File: src/rtl/noc_local_injector_if.sv
// noc_local_injector_if: descriptor, payload, flit and credit signals of the
// local-port injector. The master modport is the injector side (it sources
// flits towards the router); the slave modport is the core/router side.
interface noc_local_injector_if #(
  parameter int P_DATA_WIDTH   = 32,
  parameter int P_ID_WIDTH     = 4,
  parameter int P_LEN_WIDTH    = 4,
  parameter int P_CREDIT_WIDTH = 3
);
  logic                      desc_valid;
  logic                      desc_ready;
  logic [P_ID_WIDTH-1:0]     desc_dst;
  logic [P_LEN_WIDTH-1:0]    desc_len;
  logic                      pld_valid;
  logic                      pld_ready;
  logic [P_DATA_WIDTH-3:0]   pld_data;
  logic [P_DATA_WIDTH-1:0]   out_data;
  logic                      out_data_valid;
  logic [P_CREDIT_WIDTH-1:0] in_credits;

  modport master (
    input  desc_valid, desc_dst, desc_len,
    output desc_ready,
    input  pld_valid, pld_data,
    output pld_ready,
    output out_data, out_data_valid,
    input  in_credits
  );

  modport slave (
    output desc_valid, desc_dst, desc_len,
    input  desc_ready,
    output pld_valid, pld_data,
    input  pld_ready,
    input  out_data, out_data_valid,
    output in_credits
  );
endinterface

File: src/rtl/noc_local_injector.sv
// noc_local_injector: turns a (dst, len) descriptor plus a payload stream into
// head/body/tail flits on a router local input, launching a flit only while
// the router still has free buffer slots after subtracting flits in flight.
// Optional build macro INJ_STATS_EN adds pkt_count / stall_count outputs.
module noc_local_injector #(
  parameter int P_DATA_WIDTH   = 32,
  parameter int P_ID_WIDTH     = 4,
  parameter int P_LEN_WIDTH    = 4,
  parameter int P_CREDIT_WIDTH = 3,
  parameter int P_CREDIT_LAT   = 2
) (
  input  logic                  clk,
  input  logic                  rst_n,
  input  logic [P_ID_WIDTH-1:0] router_id,
  noc_local_injector_if.master  bus,
  output logic                  busy
`ifdef INJ_STATS_EN
  ,
  output logic [15:0]           pkt_count,
  output logic [15:0]           stall_count
`endif
);

  localparam int CNT_W = P_CREDIT_WIDTH + 1;

  typedef enum logic [1:0] {
    ST_IDLE = 2'd0,
    ST_HEAD = 2'd1,
    ST_BODY = 2'd2
  } state_t;

  state_t                   state_reg, state_next;
  logic [P_ID_WIDTH-1:0]    dst_reg, dst_next;
  logic [P_LEN_WIDTH-1:0]   len_reg, len_next;
  logic [P_LEN_WIDTH-1:0]   remaining_reg, remaining_next;
  logic [P_CREDIT_LAT-1:0]  inflight_reg;
  logic [P_DATA_WIDTH-1:0]  out_data_reg;
  logic                     out_valid_reg;

  logic [CNT_W-1:0]         inflight_cnt;
  logic [CNT_W-1:0]         credits_ext;
  logic [CNT_W-1:0]         avail;
  logic                     can_launch;
  logic                     launch;
  logic                     last_launch;
  logic [P_DATA_WIDTH-1:0]  flit;
  logic                     desc_ready_c;
  logic                     pld_ready_c;

  // Free slots left after discounting flits the router has not yet reported.
  always_comb begin
    inflight_cnt = '0;
    for (int i = 0; i < P_CREDIT_LAT; i++) begin
      inflight_cnt = inflight_cnt + {{(CNT_W-1){1'b0}}, inflight_reg[i]};
    end
    credits_ext = {1'b0, bus.in_credits};
    avail       = (credits_ext > inflight_cnt) ? (credits_ext - inflight_cnt) : '0;
    can_launch  = (avail != '0);
  end

  // Next-state, launch decision and flit formatting.
  always_comb begin
    state_next     = state_reg;
    dst_next       = dst_reg;
    len_next       = len_reg;
    remaining_next = remaining_reg;
    desc_ready_c   = 1'b0;
    pld_ready_c    = 1'b0;
    launch         = 1'b0;
    last_launch    = 1'b0;
    flit           = '0;
    case (state_reg)
      ST_IDLE: begin
        desc_ready_c = 1'b1;
        if (bus.desc_valid) begin
          dst_next       = bus.desc_dst;
          len_next       = bus.desc_len;
          remaining_next = bus.desc_len;
          state_next     = ST_HEAD;
        end
      end
      ST_HEAD: begin
        flit[P_ID_WIDTH-1:0]                          = dst_reg;
        flit[2*P_ID_WIDTH-1:P_ID_WIDTH]               = router_id;
        flit[2*P_ID_WIDTH+P_LEN_WIDTH-1:2*P_ID_WIDTH] = len_reg;
        flit[P_DATA_WIDTH-1:P_DATA_WIDTH-2]           = (len_reg == '0) ? 2'b11 : 2'b01;
        if (can_launch) begin
          launch = 1'b1;
          if (len_reg == '0) begin
            last_launch = 1'b1;
            state_next  = ST_IDLE;
          end else begin
            state_next = ST_BODY;
          end
        end
      end
      ST_BODY: begin
        pld_ready_c                         = can_launch;
        flit[P_DATA_WIDTH-3:0]              = bus.pld_data;
        flit[P_DATA_WIDTH-1:P_DATA_WIDTH-2] = (remaining_reg == 1) ? 2'b10 : 2'b00;
        if (bus.pld_valid && can_launch) begin
          launch         = 1'b1;
          // Never decremented from zero: BODY is only entered with len > 0.
          remaining_next = remaining_reg - 1'b1;
          if (remaining_reg == 1) begin
            last_launch = 1'b1;
            state_next  = ST_IDLE;
          end
        end
      end
      default: state_next = ST_IDLE;
    endcase
  end

  // FSM state and packet context registers.
  always_ff @(posedge clk or negedge rst_n) begin
    if (!rst_n) begin
      state_reg     <= ST_IDLE;
      dst_reg       <= '0;
      len_reg       <= '0;
      remaining_reg <= '0;
    end else begin
      state_reg     <= state_next;
      dst_reg       <= dst_next;
      len_reg       <= len_next;
      remaining_reg <= remaining_next;
    end
  end

  // History of launches still invisible in the router's credit count.
  always_ff @(posedge clk or negedge rst_n) begin
    if (!rst_n) begin
      inflight_reg <= '0;
    end else begin
      for (int i = P_CREDIT_LAT - 1; i > 0; i--) begin
        inflight_reg[i] <= inflight_reg[i-1];
      end
      inflight_reg[0] <= launch;
    end
  end

  // Registered flit output; data holds through bubbles.
  always_ff @(posedge clk or negedge rst_n) begin
    if (!rst_n) begin
      out_data_reg  <= '0;
      out_valid_reg <= 1'b0;
    end else begin
      out_valid_reg <= launch;
      if (launch) begin
        out_data_reg <= flit;
      end
    end
  end

  assign bus.out_data       = out_data_reg;
  assign bus.out_data_valid = out_valid_reg;
  // Gated by rst_n so the core sees no ready while reset is held.
  assign bus.desc_ready     = desc_ready_c & rst_n;
  assign bus.pld_ready      = pld_ready_c;
  assign busy               = (state_reg != ST_IDLE);

`ifdef INJ_STATS_EN
  logic [15:0] pkt_count_reg;
  logic [15:0] stall_count_reg;

  // Packet completions (wrapping) and credit-starved cycles (saturating).
  always_ff @(posedge clk or negedge rst_n) begin
    if (!rst_n) begin
      pkt_count_reg   <= '0;
      stall_count_reg <= '0;
    end else begin
      if (last_launch) begin
        pkt_count_reg <= pkt_count_reg + 16'd1;
      end
      if ((state_reg != ST_IDLE) && !can_launch && (stall_count_reg != 16'hFFFF)) begin
        stall_count_reg <= stall_count_reg + 16'd1;
      end
    end
  end

  assign pkt_count   = pkt_count_reg;
  assign stall_count = stall_count_reg;
`else
  // Completion strobe only feeds the statistics counters.
  logic unused_last;
  assign unused_last = last_launch;
`endif

endmodule

File: src/flat_wrapper.sv
// flat-port wrapper written by rule: the top's interface ports become plain ports
module noc_local_injector_flat 
#(
  parameter int P_DATA_WIDTH   = 32,
  parameter int P_ID_WIDTH     = 4,
  parameter int P_LEN_WIDTH    = 4,
  parameter int P_CREDIT_WIDTH = 3,
  parameter int P_CREDIT_LAT   = 2
)
  (clk, rst_n, router_id, busy, bus_desc_valid, bus_desc_dst, bus_desc_len, bus_desc_ready, bus_pld_valid, bus_pld_data, bus_pld_ready, bus_out_data, bus_out_data_valid, bus_in_credits);
  noc_local_injector_if #(.P_DATA_WIDTH(P_DATA_WIDTH), .P_ID_WIDTH(P_ID_WIDTH), .P_LEN_WIDTH(P_LEN_WIDTH), .P_CREDIT_WIDTH(P_CREDIT_WIDTH)) bus_i ();
  input  logic clk;
  input  logic rst_n;
  input  logic [P_ID_WIDTH-1:0] router_id;
  output logic busy;
  input wire logic [$bits(bus_i.desc_valid)-1:0] bus_desc_valid;
  input wire logic [$bits(bus_i.desc_dst)-1:0] bus_desc_dst;
  input wire logic [$bits(bus_i.desc_len)-1:0] bus_desc_len;
  output wire logic [$bits(bus_i.desc_ready)-1:0] bus_desc_ready;
  input wire logic [$bits(bus_i.pld_valid)-1:0] bus_pld_valid;
  input wire logic [$bits(bus_i.pld_data)-1:0] bus_pld_data;
  output wire logic [$bits(bus_i.pld_ready)-1:0] bus_pld_ready;
  output wire logic [$bits(bus_i.out_data)-1:0] bus_out_data;
  output wire logic [$bits(bus_i.out_data_valid)-1:0] bus_out_data_valid;
  input wire logic [$bits(bus_i.in_credits)-1:0] bus_in_credits;
  assign bus_i.desc_valid = bus_desc_valid;
  assign bus_i.desc_dst = bus_desc_dst;
  assign bus_i.desc_len = bus_desc_len;
  assign bus_desc_ready = bus_i.desc_ready;
  assign bus_i.pld_valid = bus_pld_valid;
  assign bus_i.pld_data = bus_pld_data;
  assign bus_pld_ready = bus_i.pld_ready;
  assign bus_out_data = bus_i.out_data;
  assign bus_out_data_valid = bus_i.out_data_valid;
  assign bus_i.in_credits = bus_in_credits;
  noc_local_injector #(.P_DATA_WIDTH(P_DATA_WIDTH), .P_ID_WIDTH(P_ID_WIDTH), .P_LEN_WIDTH(P_LEN_WIDTH), .P_CREDIT_WIDTH(P_CREDIT_WIDTH), .P_CREDIT_LAT(P_CREDIT_LAT)) u_core (.clk(clk), .rst_n(rst_n), .router_id(router_id), .bus(bus_i), .busy(busy));
endmodule
File: config.mk
export PLATFORM = sky130hd
export DESIGN_NAME = noc_local_injector_flat
export DESIGN_NICKNAME = d
export VERILOG_FILES = /design/src/rtl/noc_local_injector_if.sv /design/src/rtl/noc_local_injector.sv /design/src/flat_wrapper.sv
export SDC_FILE = /design/constraint.sdc
export NUM_CORES = 1
export LEC_CHECK = 0
export BUFFER_PORTS_ARGS = -buffer_cell sky130_fd_sc_hd__buf_2
export CAP_MARGIN = 20
export CORE_ASPECT_RATIO = 0.7
export CORE_MARGIN = 2
export CORE_UTILIZATION = 55
export CTS_BUF_LIST = sky130_fd_sc_hd__clkbuf_8
export CTS_CLUSTER_SIZE = 12
export DETAILED_ROUTE_END_ITERATION = 8
export GPL_ROUTABILITY_DRIVEN = 0
export GPL_TIMING_DRIVEN = 0
export PLACE_DENSITY = 0.95
export SLEW_MARGIN = 10
export SYNTH_ARGS = -nofsm -noshare
export SYNTH_HDL_FRONTEND = slang
export SYNTH_SLANG_ARGS = --single-unit
File: constraint.sdc
create_clock -name clk -period 8.1 [get_ports clk]
set_input_delay 1.62 -clock clk [delete_from_list [all_inputs] [get_ports clk]]
set_output_delay 1.62 -clock clk [all_outputs]
set_load 0.02 [all_outputs]
## Word-level counts from Yosys, hierarchy flattened

Cells that the tools add are included.

- Register bits after elaboration: 49
- Input port bits: 49
- Output and inout bits: 36
- Logic and storage cells: 48

- $add $sub $neg: 3
- Order comparisons: 1
- Equal/unequal tests: 7
- Muxes and demuxes: 20
- Bitwise operators: 1
- Reduce and logical (&&, ||, !) cells: 9

Operator list:

| cell | number |
|---|---|
| one-hot mux 12 bit (2 select lines) | 1 |
| 2-to-1 mux 18 bit | 1 |
| 2-to-1 mux 2 bit | 7 |
| 2-to-1 mux 4 bit | 3 |
| one-hot mux 4 bit (2 select lines) | 1 |
| != test 2 x 1 -> 1 bit, second input constant | 3 |
| one-hot mux 2 bit (3 select lines) | 1 |
| == test 4 x 1 -> 1 bit, second input constant | 1 |
| > comparator 3 x 4 -> 1 bit | 1 |
| logical NOT 4 bit | 1 |
| 2-to-1 mux 1 bit | 4 |
| one-hot mux 2 bit (2 select lines) | 1 |
| AND reduction 4 bit | 1 |
| nonzero test 2 bit | 2 |
| nonzero test 4 bit | 1 |
| subtractor 3 x 4 -> 4 bit | 1 |
| subtractor 4 x 1 -> 4 bit, second input constant | 1 |
| AND reduction 3 bit | 1 |
| adder 1 x 1 -> 2 bit | 1 |
| == test 2 x 1 -> 1 bit, second input constant | 1 |
| == test 2 bit, second input constant | 1 |
| logical NOT 2 bit | 1 |
| != test 2 bit, second input constant | 1 |
| one-hot mux 1 bit (2 select lines) | 1 |
| 3 further kinds | 3 |

## Longest topological paths before layout

Gate-level depths: netlist of the first run.

- Depth after elaboration: 7
- Depth in mapped cells: 10
- Depth with buffers taken out: 8

## Worst setup path before layout of the first run

OpenSTA, ideal clock, no wires.

- Kind: input to output
- Start: in bus_in_credits[0]
- End: out bus_pld_ready
- Arrival time: 3029 ps
- Data required time: 6480 ps
- Path slack: 3451 ps
- Stages: 6
- Path buffers: 0
- Cells stage by stage: inv_1 > ha_1 > fa_1 > a21oi_4 > o211a_1 > and2_1

- Longest elaborated chain between the ends: 4
- Elaborated cells on any way between the ends: 5
- Those cells by class: add/sub: 1; order compare: 1; mux: 2; reduce/logical: 1

RTL lines:

| element | line | RTL |
|---|---|---|
| start: declaration | flat_wrapper.sv:25 | `input wire logic [$bits(bus_i.in_credits)-1:0] bus_in_credits;` |
| subtractor 3 x 4 -> 4 bit / > comparator 3 x 4 -> 1 bit (equally long branches) | noc_local_injector.sv:57 | `avail = (credits_ext > inflight_cnt) ? (credits_ext - inflight_cnt) : '0;` |
| 2-to-1 mux 4 bit * | noc_local_injector.sv:57 |  |
| nonzero test 4 bit * | noc_local_injector.sv:58 | `can_launch = (avail != '0);` |
| 2-to-1 mux 1 bit * | noc_local_injector.sv:72 | `case (state_reg)` |
| end: declaration | flat_wrapper.sv:22 | `output wire logic [$bits(bus_i.pld_ready)-1:0] bus_pld_ready;` |

Mark *: on every way between the ends. The rest lies on a longest branch, timed or not.

## Worst setup path after layout of the first run

Ends and elaborated chain as after synthesis.

==> results of run 1 <==
## cell type report
type                            instances  share of cell area [%]
Clock buffer                            5                    2.33
Inverter                               12                    1.70
Clock inverter                          3                   0.636
Multi-Input combinational cell        116                    35.1
Timing Repair Buffer                   85                    14.9
Tap cell                               52                    2.21
Buffer                                 10                    2.38
Sequential cell                        48                    40.7
## per-stage QoR
| step | area (µm²) | setup WS (ps) | cells |
|---|---|---|---|
| floorplan | 2360 | 3450 | 186 |
| detailed placement | 2840 | 3190 | 322 |
| CTS | 2930 | 3180 | 330 |
| global placement | 2840 | 3230 | 322 |
| finish | 2950 | 3190 | 331 |
| global route | 2950 | 3100 | 331 |
## worst register-to-register path, delay by kind of cell, from the launching register on
family | cells | cell delay (ps)
AOI/OAI and AO/OA | 2 | 410
adders and majority gates | 3 | 1040
buffers and inverters | 3 | 380
DFF | 1 | 410
muxes | 1 | 300
and+or+nand+nor | 1 | 270
## cells by family after synthesis
group / share of synthesized area (%)
flops: 51.0
buf+inv: 5.10
simple gates: 7.38
mux: 11.9
compound gates: 19.5
fa+ha+maj: 5.10
## layout by cell type (no fill, tap or decap), types with 3 or more instances in the layout
cell type	netlist	layout
o21ai_0	5	5
nand2_1	5	5
buf_2	1	85
mux2_2	12	12
and2_1	3	3
clkbuf_8	0	5
mux2_4	9	9
ha_1	8	8
a22o_1	31	31
nor2_1	7	7
dfrtp_1	48	48
nor3_1	4	4
inv_1	11	11
nand3_1	3	3
clkbuf_1	6	6
## worst max-delay path by stage
stage,startpoint,slack (ps),cells past startpoint,end
global route,bus_in_credits[0],3100,8,bus_pld_ready
detailed placement,bus_in_credits[0],3190,8,bus_pld_ready
CTS,bus_in_credits[0],3180,8,bus_pld_ready
global placement,bus_in_credits[0],3230,8,bus_pld_ready
finish,bus_in_credits[0],3190,8,bus_pld_ready
floorplan,bus_in_credits[0],3450,6,bus_pld_ready
## cells in the mapped netlist, types with 3 or more instances
cell type / count
a22o_1: 31
and2_1: 3
nor2_1: 7
mux2_2: 12
inv_1: 11
nand3_1: 3
ha_1: 8
mux2_4: 9
dfrtp_1: 48
o21ai_0: 5
clkbuf_1: 6
nand2_1: 5
nor3_1: 4
## layer usage
metal,track usage (%),routed length (µm),up-vias
met5,0,0,-
met2,40.0,2510,82
met1,31.3,2380,930
met3,7.36,454,3
met4,2.86,15,0
li1,-,-,874
## where the power goes
part           leakage [µW]  switching (µW)  internal (µW)  total (µW)
combinational      0.000870             336            283         619
clock             0.0000479            77.7           60.2         138
sequential         0.000615            62.2            345         407
==> flow_metrics.tcl, run 1 <==
set metrics [dict create \
    dieArea_mm2 0.00483 \
    grt_first_pass_wirelength_um 8600 \
    crit_required_ps 6480 \
    largest_reg_flops 32 \
    cts-root-buf "clkbuf_8" \
    layout.nets 336 \
    utilization_pct 73.4 \
    hold_start "u_core.inflight_reg[0]$_DFF_PN0_" \
    die_w_um 82.2 \
    startpoint_type "input pin" \
    cp-end-kind "primary output" \
    area_growth_syn_to_layout_pct 25.2 \
    cts_max_level 2 \
    total_power_uw 1160 \
    min_path_cells 0 \
    synthesis.area_mm2 0.00236 \
    peakVddDrop_mv 0.247 \
    synthArstFlopShare_pct 100 \
    hold_end "u_core.inflight_reg[1]$_DFF_PN0_" \
    start_util_pct 58.6 \
    final.period_utilization_pct 60.6 \
    seqCellArea_mm2 0.00120 \
    status "finished clean" \
    path_buf_inv 3 \
    worstPathCellList "buf_2 > inv_1 > ha_1 > fa_1 > a21oi_4 > o211a_1 > and2_1 > buf_2" \
    avgSynthCellArea_um2 12.7 \
    slew_headroom_pct 63.8 \
    ys_seq_area_share_pct 51.0 \
    cts_buffers 5 \
    post-synth-top-area-fraction_pct 51.0 \
    worst-setup-path-type "in2out" \
    io_buffers 84 \
    grt_pass1_vias 1874 \
    cpMaxStageDelayCell "fa_1" \
    tightest_slew_ps 543 \
    synth_nets 244 \
    fillers 268 \
    hp-class "reg2reg" \
    rows 19 \
    fin_skew_ps 7.61 \
    timing.hold.ws_ps 434 \
    clkSinkCount 48 \
    cts_resized 0 \
    drtIter0Drc 88 \
    drv_slew 0 \
    slowest_delay_ps 530 \
    tns_ps 0 \
    yosys_register_bits 48 \
    clock_latency_ps 300 \
    drt_wl_total_um 5360 \
    die_h_um 58.8 \
    critPathMaxFanout 7 \
    r2r_slack_ps 5190 \
    powerDensity_mw_per_mm2 395 \
    cts_setup_buffers 0 \
    finalSetupViolations 0 \
    dp_hpwl_um 3960 \
    antenna_found_initial 0 \
    arrival_ps 3290 \
    timing.rr.end "u_core.bus.out_data[6]$_DFFE_PN0P_" \
    postCtsHoldBufs 0 \
    multi_input_area_mm2 0.00103 \
    timing.critical_path.mode_cell "buf_2" \
    synth.top_cells.by_area "dfrtp_1 51%, a22o_1 12%, mux2_4 5.7%" \
    rsz0062_at_grt "false" \
    antenna_cells 0 \
    drive_gt1_share_pct 44.8 \
    vias_per_cell 5.71 \
    design.core.area_mm2 0.00402 \
    synth.largest_area_cell "dfrtp_1" \
    grt_usage_pct 23.7 \
    clk_pin_slew_ps 90 \
    fmaxAchievable_mhz 204 \
    path_delay_family "adder cells" \
    io_pins 85 \
    clockBufferDepth 2 \
    yosys_most_used_dff "dfrtp_1" \
    ant_nets 0 \
    grt_max_degree 50 \
    rr_worst_depth 10 \
    yosys_warnings 0 \
    yosys.cell_types.count 42 \
    grt_overflow 0 \
    synth_edf_count 0 \
    power_leakage_uw 0.00153 \
    routedWlPerCell_um 16.2 \
    drc 0 \
    syn_inst 186 \
    cts_tree "built" \
    worstReg2RegStart "u_core.inflight_reg[0]$_DFF_PN0_" \
    drv_cap 0 \
    min_period_ps 4910 \
    drt-pass1-iter-count 4 \
    final_hold_viol_count 0 \
    vias 1889 \
]
Note: power is estimated with default switching activity, not from simulation.
==> run 2, diff against run 1 <==
--- a/config.mk
+++ b/config.mk
@@ -5,17 +5,18 @@
 export SDC_FILE = /design/constraint.sdc
 export NUM_CORES = 1
 export LEC_CHECK = 0
+export ABC_AREA = 1
 export BUFFER_PORTS_ARGS = -buffer_cell sky130_fd_sc_hd__buf_2
 export CAP_MARGIN = 20
 export CORE_ASPECT_RATIO = 0.7
 export CORE_MARGIN = 2
-export CORE_UTILIZATION = 55
+export CORE_UTILIZATION = 51
 export CTS_BUF_LIST = sky130_fd_sc_hd__clkbuf_8
 export CTS_CLUSTER_SIZE = 12
 export DETAILED_ROUTE_END_ITERATION = 8
 export GPL_ROUTABILITY_DRIVEN = 0
 export GPL_TIMING_DRIVEN = 0
-export PLACE_DENSITY = 0.95
+export PLACE_DENSITY = 0.93
 export SLEW_MARGIN = 10
 export SYNTH_ARGS = -nofsm -noshare
 export SYNTH_HDL_FRONTEND = slang
==> constraint.sdc (replaced) <==
create_clock -name clk -period 4.7 [get_ports clk]
set_input_delay 0.94 -clock clk [delete_from_list [all_inputs] [get_ports clk]]
set_output_delay 0.94 -clock clk [all_outputs]
set_load 0.02 [all_outputs]
==> flow_metrics.tcl, run 2 <==
set metrics [dict create \
    hp-class "reg2reg" \
    worst-setup-path-type "in2out" \
    timing.final.ws_setup_ps 1300 \
    fmaxAchievable_mhz 294 \
    fin_cells 401 \
    grt_first_pass_wirelength_um 7800 \
    drv_slew 0 \
    yosys_most_used_dff "dfrtp_1" \
    dp_hpwl_um 3590 \
    grt_pass1_vias 1685 \
    peakVddDrop_mv 0.322 \
    slew_headroom_pct 69.2 \
    tightest_slew_ps 462 \
    clock_latency_ps 300 \
    yosys.cell_types.count 21 \
    layout.nets 403 \
    min_period_ps 3400 \
    yosys_warnings 0 \
    drc 0 \
    avgSynthCellArea_um2 8.93 \
    status "finished clean" \
    use_met3_pct 5.11 \
    largest_reg_flops 32 \
    die_w_um 83.5 \
    antenna_cells 0 \
    synth.top_cells.by_area "dfrtp_1 53%, nand2_1 19%, ha_1 4.4%" \
    final_area_mm2 0.00286 \
    post-synth-top-area-fraction_pct 53.2 \
    fin_skew_ps 4.20 \
    layout_commonest_cell "nand2_1" \
    cts_resized 0 \
    start_util_pct 52.5 \
    vias_per_cell 4.85 \
    cts_tree "built" \
    synth_edf_count 0 \
    cts_setup_buffers 0 \
    grt_usage_pct 20.2 \
    use_met2_pct 32.5 \
    postCtsHoldBufs 0 \
    yosys_register_bits 48 \
    synthesis.area_mm2 0.00226 \
    ys_seq_area_share_pct 53.2 \
    dp.cells 392 \
    synthArstFlopShare_pct 100 \
    grt_max_degree 50 \
    io_buffers 84 \
    clk_pin_slew_ps 90 \
    timing.hold.ws_ps 418 \
    syn_inst 253 \
    design.core.area_mm2 0.00430 \
    fillers 374 \
    rows 20 \
    ant_nets 0 \
    vias 1944 \
    crit_required_ps 3760 \
    die_h_um 59.7 \
    grt_overflow 0 \
    startpoint_type "input pin" \
    cts-root-buf "clkbuf_8" \
    drtIter0Drc 137 \
    cts_buffers 5 \
    dieArea_mm2 0.00498 \
    r2r_slack_ps 2130 \
    final.period_utilization_pct 72.3 \
    clkSinkCount 48 \
    critPathMaxFanout 3 \
    postPlaceCellArea_mm2 0.00275 \
    power_leakage_uw 0.00166 \
    place_worst_setup_slack_ps 1280 \
    cts_max_level 2 \
    grt_busiest_layer "met2" \
    layout_common_cells "114 x nand2_1, 86 x buf_2, 48 x dfrtp_1" \
    drv_cap 0 \
    drive_gt1_share_pct 33.8 \
    area_growth_syn_to_layout_pct 26.4 \
    final_hold_viol_count 0 \
    synth_most_common_cell "nand2_1" \
    use_met1_pct 26.8 \
    tns_ps 0 \
    finalSetupViolations 0 \
    arrival_ps 2460 \
    synth.largest_area_cell "dfrtp_1" \
    rsz0062_at_grt "false" \
    io_pins 85 \
    synth_common_cells "114 x nand2_1, 48 x dfrtp_1, 18 x nand3_1" \
    routedWlPerCell_um 12.1 \
    drt_wl_total_um 4860 \
    antenna_found_initial 0 \
    powerDensity_mw_per_mm2 615 \
    cp-end-kind "primary output" \
    clockBufferDepth 2 \
    synth_nets 311 \
    drt-pass1-iter-count 4 \
]
-- run 2: cell types whose count changed in the layout (fill, tap and decap cells not counted), moves of 4 or more --
cell | previous run | this run
clkbuf_1 | 6 | 2
nand3_1 | 3 | 18
a22o_1 | 31 | 0
nand2_2 | 0 | 5
mux2_4 | 9 | 0
inv_1 | 11 | 17
nor3_1 | 4 | 0
mux2_2 | 12 | 8
nand2_1 | 5 | 114
-- run 2: critical path, stage by stage --
cell and delay [ps]:
buf_2 70, inv_1 30, ha_1 220, fa_1 480, nand2_1 90, nand2_1 50, nand2_1 130, nand2_1 160
nor2_1 120, buf_2 170
-- run 2: metal layers --
layer,wire [µm],vias to the layer above
met5,0,-
met4,76,0
met3,350,9
met2,2210,73
met1,2220,883
li1,-,979
-- run 2: logic make-up after synthesis --
| kind of cell | count (synthesis) | share of synthesized area [%] |
|---|---|---|
| AO/OA/AOI/OAI | 13 | 3.60 |
| adder cells (fa/ha/maj) | 9 | 5.32 |
| buffers and inverters | 24 | 5.10 |
| flip-flops | 48 | 53.2 |
| multiplexers | 8 | 3.99 |
| AND/OR/NAND/NOR | 151 | 28.8 |
-- run 2: final timing paths --
| path | from | endpoint | cells past startpoint |
|---|---|---|---|
| min reg2reg | u_core.inflight_reg[0]$_DFF_PN0_ | u_core.inflight_reg[1]$_DFF_PN0_ | 0 |
| max reg2reg | u_core.inflight_reg[0]$_DFF_PN0_ | u_core.bus.out_data[11]$_DFFE_PN0P_ | 11 |
| max in group asynchronous | rst_n | u_core.bus.out_data[26]$_DFFE_PN0P_ | 2 |
| min | u_core.inflight_reg[0]$_DFF_PN0_ | u_core.inflight_reg[1]$_DFF_PN0_ | 0 |
| min in group asynchronous | rst_n | u_core.bus.out_data[10]$_DFFE_PN0P_ | 1 |
| max | bus_in_credits[0] | bus_pld_ready | 10 |
-- run 2: power breakdown --
part | internal (µW) | switching [µW]
registers | 591 | 106
logic | 308 | 513
clock network | 104 | 136
-- run 2: area by class of cell --
class	count	area [µm²]	share of cell area (%)
clock buffers	5	68.8	2.41
plain buffers	7	51.3	1.80
inverters	17	63.8	2.23
well taps	55	68.8	2.41
repair buffers	85	440	15.4
flip-flops and latches	48	1200	42.1
clock inverters	3	18.8	0.657
multi-input cells	181	942	33.0
-- run 2: through the flow --
| stage | util, % | total power (µW) |
|---|---|---|
| 2_1_floorplan | - | 1260 |
| 3_3_place_gp | 63.8 | 1490 |
| 3_5_place_dp | 63.8 | 1520 |
| 4_1_cts | 65.9 | 1770 |
| 5_1_grt | 66.3 | 1890 |
| 6_report | 66.3 | 1760 |
==> run 3, diff against run 2 <==
--- a/config.mk
+++ b/config.mk
@@ -10,13 +10,13 @@
 export CAP_MARGIN = 20
 export CORE_ASPECT_RATIO = 0.7
 export CORE_MARGIN = 2
-export CORE_UTILIZATION = 51
+export CORE_UTILIZATION = 46
 export CTS_BUF_LIST = sky130_fd_sc_hd__clkbuf_8
 export CTS_CLUSTER_SIZE = 12
 export DETAILED_ROUTE_END_ITERATION = 8
 export GPL_ROUTABILITY_DRIVEN = 0
 export GPL_TIMING_DRIVEN = 0
-export PLACE_DENSITY = 0.93
+export PLACE_DENSITY = 0.89
 export SLEW_MARGIN = 10
 export SYNTH_ARGS = -nofsm -noshare
 export SYNTH_HDL_FRONTEND = slang
==> constraint.sdc (replaced) <==
create_clock -name clk -period 2.8 [get_ports clk]
set_input_delay 0.56 -clock clk [delete_from_list [all_inputs] [get_ports clk]]
set_output_delay 0.56 -clock clk [all_outputs]
set_load 0.02 [all_outputs]
==> flow_metrics.tcl, run 3 (synthesis results as in run 2) <==
set metrics [dict create \
    drv_cap 0 \
    design.core.area_mm2 0.00476 \
    slew_headroom_pct 67.6 \
    grt_pass1_vias 1865 \
    drtIter0Drc 101 \
    drv_slew 0 \
    io_pins 85 \
    rsz0062_at_grt "true" \
    fin_cells 419 \
    cts_buffers 5 \
    layout_common_cells "111 x nand2_1, 85 x buf_2, 48 x dfrtp_1" \
    die_w_um 87.7 \
    startpoint_type "flip-flop" \
    cpMaxStageDelayCell "fa_1" \
    cts_tree "built" \
    drive_gt1_share_pct 35.7 \
    status "finished clean" \
    grt_max_degree 50 \
    clkSinkCount 48 \
    vias_per_cell 4.74 \
    dp.cells 406 \
    postCtsHoldBufs 0 \
    final_hold_viol_count 0 \
    drc 0 \
    antenna_found_initial 0 \
    die_h_um 62.6 \
    powerDensity_mw_per_mm2 1030 \
    path_delay_family "adder cells" \
    grt_overflow 0 \
    grt_usage_pct 19.6 \
    finalSetupViolations 0 \
    postPlaceCellArea_mm2 0.00277 \
    clk_pin_slew_ps 80 \
    worst-setup-path-type "reg2out" \
    fmaxAchievable_mhz 361 \
    slowest_delay_ps 470 \
    largest_reg_flops 32 \
    path_buf_inv 1 \
    ant_nets 0 \
    fin_skew_ps 3.62 \
    io_buffers 84 \
    dieArea_mm2 0.00550 \
    final_area_mm2 0.00294 \
    routedWlPerCell_um 12.1 \
    drt-pass1-iter-count 4 \
    antenna_cells 0 \
    cts-root-buf "clkbuf_8" \
    tightest_slew_ps 486 \
    worstPathCellList "ha_1 > ha_2 > fa_1 > nand2_1 > nand2_1 > nand2_2 > nand2_4 > nor2_4 > buf_6" \
    arrival_ps 2210 \
    total_power_uw 3030 \
    layout.nets 407 \
    area_growth_syn_to_layout_pct 30.1 \
    clock_latency_ps 300 \
    dp_hpwl_um 3720 \
    power_leakage_uw 0.00168 \
    cp-end-kind "primary output" \
    vias 1985 \
    layout_commonest_cell "nand2_1" \
    critPathMaxFanout 3 \
    hp-class "in2async" \
    final.period_utilization_pct 98.9 \
    drt_wl_total_um 5050 \
    clockBufferDepth 2 \
    cts_max_level 2 \
    peakVddDrop_mv 0.579 \
    rows 21 \
    fillers 421 \
    start_util_pct 47.5 \
    r2r_slack_ps 230 \
    crit_required_ps 2240 \
    min_period_ps 2770 \
    grt_first_pass_wirelength_um 8310 \
    timing.critical_path.mode_cell "nand2_1" \
]
## run 3: per-layer routing
| metal | up-vias | global-route usage [%] | part of all wire, % |
|---|---|---|---|
| met2 | 60 | 30.5 | 47 |
| met4 | 0 | 6.92 | 1.1 |
| met5 | - | 0 | 0 |
| met3 | 6 | 6.61 | 7.2 |
| met1 | 932 | 25.4 | 45 |
| li1 | 987 | - | - |
## run 3: final timing paths
check,startpoint,endpoint,cells past startpoint
min in group clk,bus_pld_data[29],u_core.bus.out_data[29]$_DFFE_PN0P_,3
max in group asynchronous,rst_n,u_core.len_reg[3]$_DFFE_PN0P_,2
max,u_core.inflight_reg[0]$_DFF_PN0_,bus_pld_ready,9
max reg2reg,u_core.inflight_reg[0]$_DFF_PN0_,u_core.bus.out_data[2]$_DFFE_PN0P_,11
min,rst_n,u_core.bus.out_data[26]$_DFFE_PN0P_,1
min reg2reg,u_core.bus.out_data[18]$_DFFE_PN0P_,u_core.bus.out_data[18]$_DFFE_PN0P_,2
## run 3: per-stage QoR
step / hold slack, ps / worst slack [ps] / setup TNS, ps / util [%]
2_1_floorplan: 264 / 186 / 0 / -
3_3_place_gp: 399 / 237 / 0 / 58.1
3_5_place_dp: 408 / 168 / 0 / 58.1
4_1_cts: 442 / 3.49 / 0 / 60.7
5_1_grt: 164 / -65.4 / -65.4 / 61.8
6_report: 161 / 30.3 / 0 / 61.8
## run 3: layout make-up
class | instances | area [µm²] | area share, %
repair buffers | 89 | 477 | 16.2
flip-flops and latches | 48 | 1200 | 40.9
multi-input cells | 181 | 965 | 32.8
plain buffers | 7 | 51.3 | 1.75
clock inverters | 2 | 11.3 | 0.383
well taps | 69 | 86.3 | 2.94
clock buffers | 6 | 82.6 | 2.81
inverters | 17 | 63.8 | 2.17
## run 3: where the power goes
| part | switching (µW) | leakage (µW) | internal (µW) |
|---|---|---|---|
| combinational | 893 | 0.00101 | 560 |
| sequential | 173 | 0.000629 | 992 |
| clock | 221 | 0.0000486 | 197 |
| total | 1290 | 0.00168 | 1750 |
## run 3: what timing repair did
action                                  CTS  global route
pin swaps                                 1             1
endpoints found under the hold margin     0             0
buffers inserted                          2             2
endpoints found under the setup margin    1             1
resized for setup                         5             4
